$ cat src/rtl/l1_arb_pkg.sv
// Shared types and constants for the L1 memory-port arbiter.
// Latency: n/a (declarations only).
// Backpressure: n/a (declarations only).
package l1_arb_pkg;

    typedef enum logic [1:0] {
        ST_IDLE    = 2'd0,
        ST_GRANT_D = 2'd1,
        ST_GRANT_I = 2'd2,
        ST_RELEASE = 2'd3
    } arb_state_t;

    localparam logic [1:0] OWNER_NONE = 2'b00;
    localparam logic [1:0] OWNER_D    = 2'b01;
    localparam logic [1:0] OWNER_I    = 2'b10;

    localparam logic SIDE_D = 1'b0;
    localparam logic SIDE_I = 1'b1;

    // "No word" marker of the burst protocol; 4'h0 would mean word 0 acknowledged.
    localparam logic [3:0] ACK_IDLE = 4'hF;

    localparam int TIMEOUT_DEF    = 255;
    localparam int TURNAROUND_DEF = 2;

    // Requester-to-memory bundle.
    typedef struct packed {
        logic [31:0] dat;
        logic        ack_addr;
        logic [3:0]  ack_data;
        logic        ack_count;
        logic        reset_ack;
    } l1_side_t;

    // Memory-to-requester bundle.
    typedef struct packed {
        logic        ready;
        logic [31:0] dat;
        logic        ack_addr;
        logic [3:0]  ack_data;
        logic        ack_count;
        logic        reset_ack;
    } mem_side_t;

    localparam l1_side_t L1_IDLE = '{dat: 32'd0, ack_addr: 1'b0, ack_data: ACK_IDLE,
                                     ack_count: 1'b0, reset_ack: 1'b0};
    localparam mem_side_t MEM_IDLE = '{ready: 1'b0, dat: 32'd0, ack_addr: 1'b0, ack_data: ACK_IDLE,
                                       ack_count: 1'b0, reset_ack: 1'b0};

endpackage

$ cat src/rtl/arb_watchdog.sv
// Stall watchdog: counts cycles without handshake activity while a grant is held.
// Latency: expiry is combinational from the registered count (same cycle the count hits TIMEOUT).
// Backpressure: none; observes only. Ports: i_active (grant held), ack inputs to watch, o_expired.
module arb_watchdog
    import l1_arb_pkg::*;
#(
    parameter int TIMEOUT = TIMEOUT_DEF
) (
    input  logic       i_clk,
    input  logic       i_rst_n,
    input  logic       i_active,
    input  logic       i_ack_addr_mem,
    input  logic [3:0] i_ack_data_mem,
    input  logic       i_ack_count_mem,
    input  logic [3:0] i_ack_data_l1,
    output logic       o_expired
);

    logic       r_prev_ack_addr_mem;
    logic [3:0] r_prev_ack_data_mem;
    logic       r_prev_ack_count_mem;
    logic [3:0] r_prev_ack_data_l1;
    logic [7:0] r_cnt;
    logic       w_activity;

    assign w_activity = (i_ack_addr_mem  != r_prev_ack_addr_mem)  ||
                        (i_ack_data_mem  != r_prev_ack_data_mem)  ||
                        (i_ack_count_mem != r_prev_ack_count_mem) ||
                        (i_ack_data_l1   != r_prev_ack_data_l1);

    // Activity in the current cycle wins over an expiring count.
    assign o_expired = (TIMEOUT != 0) && i_active && !w_activity && (r_cnt == 8'(TIMEOUT));

    always_ff @(posedge i_clk or negedge i_rst_n) begin
        if (!i_rst_n) begin
            r_prev_ack_addr_mem  <= 1'b0;
            r_prev_ack_data_mem  <= ACK_IDLE;
            r_prev_ack_count_mem <= 1'b0;
            r_prev_ack_data_l1   <= ACK_IDLE;
            r_cnt                <= 8'd0;
        end else begin
            r_prev_ack_addr_mem  <= i_ack_addr_mem;
            r_prev_ack_data_mem  <= i_ack_data_mem;
            r_prev_ack_count_mem <= i_ack_count_mem;
            r_prev_ack_data_l1   <= i_ack_data_l1;
            // Held at zero outside a grant, so every grant starts from a clean count.
            if (!i_active || w_activity) begin
                r_cnt <= 8'd0;
            end else if (r_cnt != 8'hFF) begin
                r_cnt <= r_cnt + 8'd1;
            end
        end
    end

endmodule

$ cat src/rtl/l1_mem_arbiter.sv
// Round-robin arbiter sharing one memory port between L1 D and L1 I caches; routes the granted side.
// Latency: grant one cycle after VALID is sampled; routing is combinational (zero added latency).
// Backpressure: loser waits for the full transaction plus TURNAROUND; MEM_READY forwarded to owner only.
module l1_mem_arbiter
    import l1_arb_pkg::*;
#(
    parameter int TURNAROUND = TURNAROUND_DEF,
    parameter int TIMEOUT    = TIMEOUT_DEF
) (
    input  logic        i_clk,
    input  logic        i_rst_n,
    // D side
    input  logic        i_d_valid,
    output logic        o_d_ready,
    input  logic [31:0] i_d_data_l1,
    output logic [31:0] o_d_data_mem,
    input  logic        i_d_ack_addr_l1,
    output logic        o_d_ack_addr_mem,
    input  logic [3:0]  i_d_ack_data_l1,
    output logic [3:0]  o_d_ack_data_mem,
    input  logic        i_d_ack_count_l1,
    output logic        o_d_ack_count_mem,
    input  logic        i_d_reset_ack_l1,
    output logic        o_d_reset_ack_mem,
    // I side
    input  logic        i_i_valid,
    output logic        o_i_ready,
    input  logic [31:0] i_i_data_l1,
    output logic [31:0] o_i_data_mem,
    input  logic        i_i_ack_addr_l1,
    output logic        o_i_ack_addr_mem,
    input  logic [3:0]  i_i_ack_data_l1,
    output logic [3:0]  o_i_ack_data_mem,
    input  logic        i_i_ack_count_l1,
    output logic        o_i_ack_count_mem,
    input  logic        i_i_reset_ack_l1,
    output logic        o_i_reset_ack_mem,
    // Memory port
    output logic        o_mem_valid,
    input  logic        i_mem_ready,
    output logic [31:0] o_mem_data_l1,
    output logic        o_mem_ack_addr_l1,
    output logic [3:0]  o_mem_ack_data_l1,
    output logic        o_mem_ack_count_l1,
    output logic        o_mem_reset_ack_l1,
    input  logic [31:0] i_mem_data_mem,
    input  logic        i_mem_ack_addr_mem,
    input  logic [3:0]  i_mem_ack_data_mem,
    input  logic        i_mem_ack_count_mem,
    input  logic        i_mem_reset_ack_mem,
    // Status
    output logic [1:0]  o_owner,
    output logic        o_timeout_err,
    output logic        o_err_owner
);

    arb_state_t r_state;
    logic [1:0] r_owner;
    logic       r_route_side;   // side whose signals are steered (kept through RELEASE)
    logic       r_last_owner;   // round-robin history, updated on normal completion only
    logic [1:0] r_mask;         // indexed by side; set on abort, cleared when that VALID drops
    logic [1:0] r_rel_cnt;
    logic       r_timeout_err;
    logic       r_err_owner;

    l1_side_t   w_d_req, w_i_req, w_sel_req;
    mem_side_t  w_mem_rsp, w_d_rsp, w_i_rsp;
    logic       w_mem_valid;
    logic       w_elig_d, w_elig_i, w_grant_vld, w_grant_side, w_own_valid, w_wd_expired;
    arb_state_t w_grant_state;
    logic [1:0] w_grant_owner;

    assign w_d_req   = '{dat: i_d_data_l1, ack_addr: i_d_ack_addr_l1, ack_data: i_d_ack_data_l1,
                         ack_count: i_d_ack_count_l1, reset_ack: i_d_reset_ack_l1};
    assign w_i_req   = '{dat: i_i_data_l1, ack_addr: i_i_ack_addr_l1, ack_data: i_i_ack_data_l1,
                         ack_count: i_i_ack_count_l1, reset_ack: i_i_reset_ack_l1};
    assign w_mem_rsp = '{ready: i_mem_ready, dat: i_mem_data_mem, ack_addr: i_mem_ack_addr_mem,
                         ack_data: i_mem_ack_data_mem, ack_count: i_mem_ack_count_mem,
                         reset_ack: i_mem_reset_ack_mem};

    // Arbitration; on a tie the side that did not finish last wins.
    assign w_elig_d      = i_d_valid && !r_mask[SIDE_D];
    assign w_elig_i      = i_i_valid && !r_mask[SIDE_I];
    assign w_grant_vld   = w_elig_d || w_elig_i;
    assign w_grant_side  = (w_elig_d && w_elig_i) ? ~r_last_owner : w_elig_i;
    assign w_grant_state = w_grant_side ? ST_GRANT_I : ST_GRANT_D;
    assign w_grant_owner = w_grant_side ? OWNER_I : OWNER_D;
    assign w_own_valid   = r_route_side ? i_i_valid : i_d_valid;

    arb_watchdog #(.TIMEOUT(TIMEOUT)) u_watchdog (
        .i_clk           (i_clk),
        .i_rst_n         (i_rst_n),
        .i_active        ((r_state == ST_GRANT_D) || (r_state == ST_GRANT_I)),
        .i_ack_addr_mem  (i_mem_ack_addr_mem),
        .i_ack_data_mem  (i_mem_ack_data_mem),
        .i_ack_count_mem (i_mem_ack_count_mem),
        .i_ack_data_l1   (w_sel_req.ack_data),
        .o_expired       (w_wd_expired)
    );

    always_ff @(posedge i_clk or negedge i_rst_n) begin
        if (!i_rst_n) begin
            r_state       <= ST_IDLE;
            r_owner       <= OWNER_NONE;
            r_route_side  <= SIDE_D;
            r_last_owner  <= SIDE_I;
            r_mask        <= 2'b00;
            r_rel_cnt     <= 2'd0;
            r_timeout_err <= 1'b0;
            r_err_owner   <= 1'b0;
        end else begin
            r_timeout_err <= 1'b0;
            if (!i_d_valid) r_mask[SIDE_D] <= 1'b0;
            if (!i_i_valid) r_mask[SIDE_I] <= 1'b0;
            case (r_state)
                ST_IDLE: begin
                    if (w_grant_vld) begin
                        r_state      <= w_grant_state;
                        r_route_side <= w_grant_side;
                        r_owner      <= w_grant_owner;
                    end
                end
                ST_GRANT_D, ST_GRANT_I: begin
                    if (!w_own_valid) begin
                        r_state      <= ST_RELEASE;
                        r_owner      <= OWNER_NONE;
                        r_last_owner <= r_route_side;
                        r_rel_cnt    <= 2'd0;
                    end else if (w_wd_expired) begin
                        r_state              <= ST_RELEASE;
                        r_owner              <= OWNER_NONE;
                        r_rel_cnt            <= 2'd0;
                        r_timeout_err        <= 1'b1;
                        r_err_owner          <= r_route_side;
                        r_mask[r_route_side] <= 1'b1;
                    end
                end
                ST_RELEASE: begin
                    // Last turnaround cycle arbitrates directly, so OWNER reads 00 for exactly TURNAROUND cycles.
                    if (r_rel_cnt == 2'(TURNAROUND - 1)) begin
                        if (w_grant_vld) begin
                            r_state      <= w_grant_state;
                            r_route_side <= w_grant_side;
                            r_owner      <= w_grant_owner;
                        end else begin
                            r_state <= ST_IDLE;
                        end
                    end else begin
                        r_rel_cnt <= r_rel_cnt + 2'd1;
                    end
                end
                default: r_state <= ST_IDLE;
            endcase
        end
    end

    // Steering: route the current/last owner in GRANT and RELEASE; MEM_VALID only while granted.
    always_comb begin
        w_mem_valid = 1'b0;
        w_sel_req   = L1_IDLE;
        w_d_rsp     = MEM_IDLE;
        w_i_rsp     = MEM_IDLE;
        if (r_state != ST_IDLE) begin
            w_sel_req = r_route_side ? w_i_req : w_d_req;
            if (r_route_side) w_i_rsp = w_mem_rsp;
            else              w_d_rsp = w_mem_rsp;
            if (r_state != ST_RELEASE) w_mem_valid = w_own_valid;
        end
    end

    assign o_mem_valid        = w_mem_valid;
    assign o_mem_data_l1      = w_sel_req.dat;
    assign o_mem_ack_addr_l1  = w_sel_req.ack_addr;
    assign o_mem_ack_data_l1  = w_sel_req.ack_data;
    assign o_mem_ack_count_l1 = w_sel_req.ack_count;
    assign o_mem_reset_ack_l1 = w_sel_req.reset_ack;

    assign o_d_ready          = w_d_rsp.ready;
    assign o_d_data_mem       = w_d_rsp.dat;
    assign o_d_ack_addr_mem   = w_d_rsp.ack_addr;
    assign o_d_ack_data_mem   = w_d_rsp.ack_data;
    assign o_d_ack_count_mem  = w_d_rsp.ack_count;
    assign o_d_reset_ack_mem  = w_d_rsp.reset_ack;

    assign o_i_ready          = w_i_rsp.ready;
    assign o_i_data_mem       = w_i_rsp.dat;
    assign o_i_ack_addr_mem   = w_i_rsp.ack_addr;
    assign o_i_ack_data_mem   = w_i_rsp.ack_data;
    assign o_i_ack_count_mem  = w_i_rsp.ack_count;
    assign o_i_reset_ack_mem  = w_i_rsp.reset_ack;

    assign o_owner            = r_owner;
    assign o_timeout_err      = r_timeout_err;
    assign o_err_owner        = r_err_owner;

endmodule

$ cat config.mk
export PLATFORM = sky130hd
export DESIGN_NAME = l1_mem_arbiter
export DESIGN_NICKNAME = d
export VERILOG_FILES = /design/src/rtl/l1_arb_pkg.sv /design/src/rtl/arb_watchdog.sv /design/src/rtl/l1_mem_arbiter.sv
export SDC_FILE = /design/constraint.sdc
export NUM_CORES = 1
export LEC_CHECK = 0
export CORE_MARGIN = 8
export CORE_UTILIZATION = 31
export CTS_CLUSTER_DIAMETER = 120
export DETAILED_ROUTE_END_ITERATION = 8
export PLACE_DENSITY = 0.83
export SLEW_MARGIN = 20
export SYNTH_ARGS = -nofsm -noshare
export SYNTH_HDL_FRONTEND = slang
export SYNTH_SLANG_ARGS = --single-unit
export TNS_END_PERCENT = 5
$ cat constraint.sdc
create_clock -name i_clk -period 3.6 [get_ports i_clk]
set_input_delay 0.54 -clock i_clk [delete_from_list [all_inputs] [get_ports i_clk]]
set_output_delay 0.54 -clock i_clk [all_outputs]
set_load 0.01 [all_outputs]
==> flow_summary.json <==
{
  "r2r_setup_slack_ns": 0.83,
  "totalPowerFinal_mw": 3.69,
  "vias": 3198,
  "die_height_um": 109,
  "synthXorXnorAreaFrac_pct": 3.62,
  "cts_sinks": 30,
  "htreeDepth": 2,
  "cap_violations": 0,
  "slew_headroom_pct": 62.5,
  "muxShareOfSynthArea_pct": 16.9,
  "synthTopCellsByCount": "73 x and2_1, 52 x nor2_1, 39 x mux2i_1",
  "synth_area_leaders": "dfrtp_1 20%, and2_1 17%, mux2i_1 15%",
  "finish.instance_area_mm2": 0.00530,
  "tns_ns": 0,
  "fin_skew_ns": 0.00522,
  "start_util_pct": 32.2,
  "cpMaxStageDelayCell": "clkdlybuf4s50_1",
  "port_buffers": 245,
  "gp_congestion": 0.821,
  "slew_viol_final": 0,
  "outcome": "finished clean",
  "synth_top_area_cell": "dfrtp_1",
  "cp.buffers_inverters": 3,
  "path_delay_family": "buffers and inverters",
  "synth-compound-area-share_pct": 7.86,
  "start_kind": "register",
  "nets": 696,
  "hold_buffers": 0,
  "syn_nets": 460,
  "avgSynthCellArea_um2": 7.98,
  "synth_cell_types": 44,
  "hold_viol_final": 0,
  "synthSimpleGateAreaFrac_pct": 35.4,
  "period_needed_ns": 2.96,
  "grt_max_degree": 38,
  "synth_edf_count": 0,
  "cts_buffer_depth": 2,
  "num_antenna_cells": 0,
  "vias_per_cell": 4.74,
  "synth_fa_ha_area_share_pct": 2.35,
  "clk_latency_ns": 0.29,
  "vdd_drop_max_mv": 0.318,
  "antenna_found_initial": 0,
  "cts_resized": 0,
  "ys_ff_latch": 30,
  "worstPathMaxFanout": 37,
  "drive_gt1_share_pct": 5.79,
  "pwr_density_cell_mw_per_mm2": 696,
  "fillers": 681,
  "placed_area_mm2": 0.00520,
  "yosysSeqAreaShare_pct": 28.7,
  "overflow": 0,
  "drt_pass1_iterations": 4,
  "end_kind": "primary output",
  "cellLeakagePower_nw": 2.20,
  "final-instance-count-excl-fill": 675,
  "dp_hpwl_um": 11300,
  "drt_wl_total_um": 13100,
  "grt_pass1_wl_um": 19400,
  "cp.required_ns": 3.06,
  "setup_viol": 0,
  "max_freq_mhz": 338,
  "crit_top_cell": "buf_4",
  "grt_pass1_vias": 3398,
  "r2r-start": "r_state[0]",
  "startpoint": "r_route_side",
  "yosys_most_used_dff": "dfrtp_1",
  "yosysMostFrequentCell": "and2_1",
  "holdCritStartpoint": "r_mask[0]",
  "ant_nets": 0,
  "timing.final.crit_share_pct": 82.1,
  "finalCoreUtilization_pct": 64.2,
  "routedWlPerCell_um": 19.4,
  "path_clk_slew_ns": 0.07,
  "crit_chain": "buf_4 > nor2b_2 > buf_4 > and2_1 > clkdlybuf4s50_1",
  "cts_buffers": 5,
  "grt_usage_pct": 21.2,
  "cts_tree": "built",
  "die_x_um": 109,
  "synth_warnings": 0,
  "place_inst": 667,
  "dieArea_mm2": 0.0118,
  "syn_inst": 333,
  "tightest_slew_ns": 0.559,
  "slowest_delay_ns": 0.58,
  "post_cts_buffers": 0,
  "ios": 246,
  "async_flop_share_pct": 100,
  "grt_setup_unrepaired": "false",
  "synth_area_mm2": 0.00266,
  "area_growth_pct": 99.2,
  "crit_arrival_ns": 2.42,
  "min_path_type": "reg2reg",
  "critPathKind": "reg2out",
  "drc": 0,
  "drtIter0Drc": 166,
  "cts-root-buf": "clkbuf_8",
  "synth_top_family_by_area": "simple AND/OR/NAND/NOR gates",
  "coreArea_mm2": 0.00826,
  "synth_top_area_share_pct": 19.8,
  "fp-row-count": 33
}
path summary, 6_finish.rpt:
kind / cells past startpoint / endpoint
min in group asynchronous: 2 / r_mask[0]
setup reg to reg: 8 / r_state[0]
setup / recovery: 5 / o_i_data_mem[18]
max in group asynchronous: 2 / u_watchdog.r_prev_ack_data_mem[1]
hold reg to reg: 1 / r_mask[0]
hold / removal: 1 / r_mask[0]
layer usage:
metal | share of wire, % | track usage [%]
met5 | 0 | 0
met4 | 2.3 | 6.45
met3 | 6.8 | 5.96
met2 | 55 | 38.9
met1 | 36 | 23.2
report_power, final:
group          internal, mW  total (mW)  switching (mW)
Sequential            0.427       0.486          0.0588
Clock                 0.153       0.286           0.133
Combinational          1.55        2.91            1.36
flip-flops by register name, indices dropped and copies added, names as in the netlist:
| register | flops |
|---|---|
| o_err_owner | 1 |
| r_route_side | 1 |
| u_watchdog.r_prev_ack_addr_mem | 1 |
| u_watchdog.r_cnt | 8 |
| o_timeout_err | 1 |
| o_owner | 2 |
| r_rel_cnt | 2 |
| r_last_owner | 1 |
| r_state | 2 |
| u_watchdog.r_prev_ack_data_mem | 4 |
| u_watchdog.r_prev_ack_count_mem | 1 |
| u_watchdog.r_prev_ack_data_l1 | 4 |
| r_mask | 2 |
cell usage in the layout (no fill, tap or decap), types with 2 or more instances in the layout:
cell / count
a211oi_1: 2
a21o_1: 2
and2_1: 73
nor2b_1: 4
mux2i_1: 39
and3_1: 4
inv_1: 12
clkbuf_8: 6
nand4_1: 3
or3_1: 6
xor2_1: 3
nor2_1: 52
o21ai_0: 7
clkdlybuf4s50_1: 245
nand2_1: 11
a21oi_1: 9
dfrtp_1: 20
mux2_2: 4
nand3_1: 5
ha_1: 4
dfstp_2: 9
or2_2: 2
xnor2_1: 8
buf_4: 6
nor3_1: 5
nand2b_1: 7
cell type report:
class                      count  area, µm²  area share, %
clock inverter                 2       12.5          0.236
timing repair buffer         251       2500           47.1
sequential                    30        763           14.4
inverter                      12       45.0          0.850
multi-input combinational    269       1770           33.3
clock buffer                   6       82.6           1.56
tap                          105        131           2.48
cell families (layout without fill, tap and decap cells):
family / count (synthesis) / in the layout
AOI/OAI and AO/OA: 32 / 32
xor gates and xnor gates: 11 / 11
adders and majority gates: 5 / 5
buffers and inverters: 34 / 271
DFF: 30 / 30
muxes: 44 / 44
and+or+nand+nor: 177 / 177
through the flow:
stage / hold WS [ns] / setup slack [ns]
floorplan: 0.244 / 1.08
global placement: 0.478 / 0.608
detailed placement: 0.487 / 0.559
CTS: 0.502 / 0.635
global route: 0.519 / 0.455
finish: 0.499 / 0.643
(Power assumes the default switching activity.)
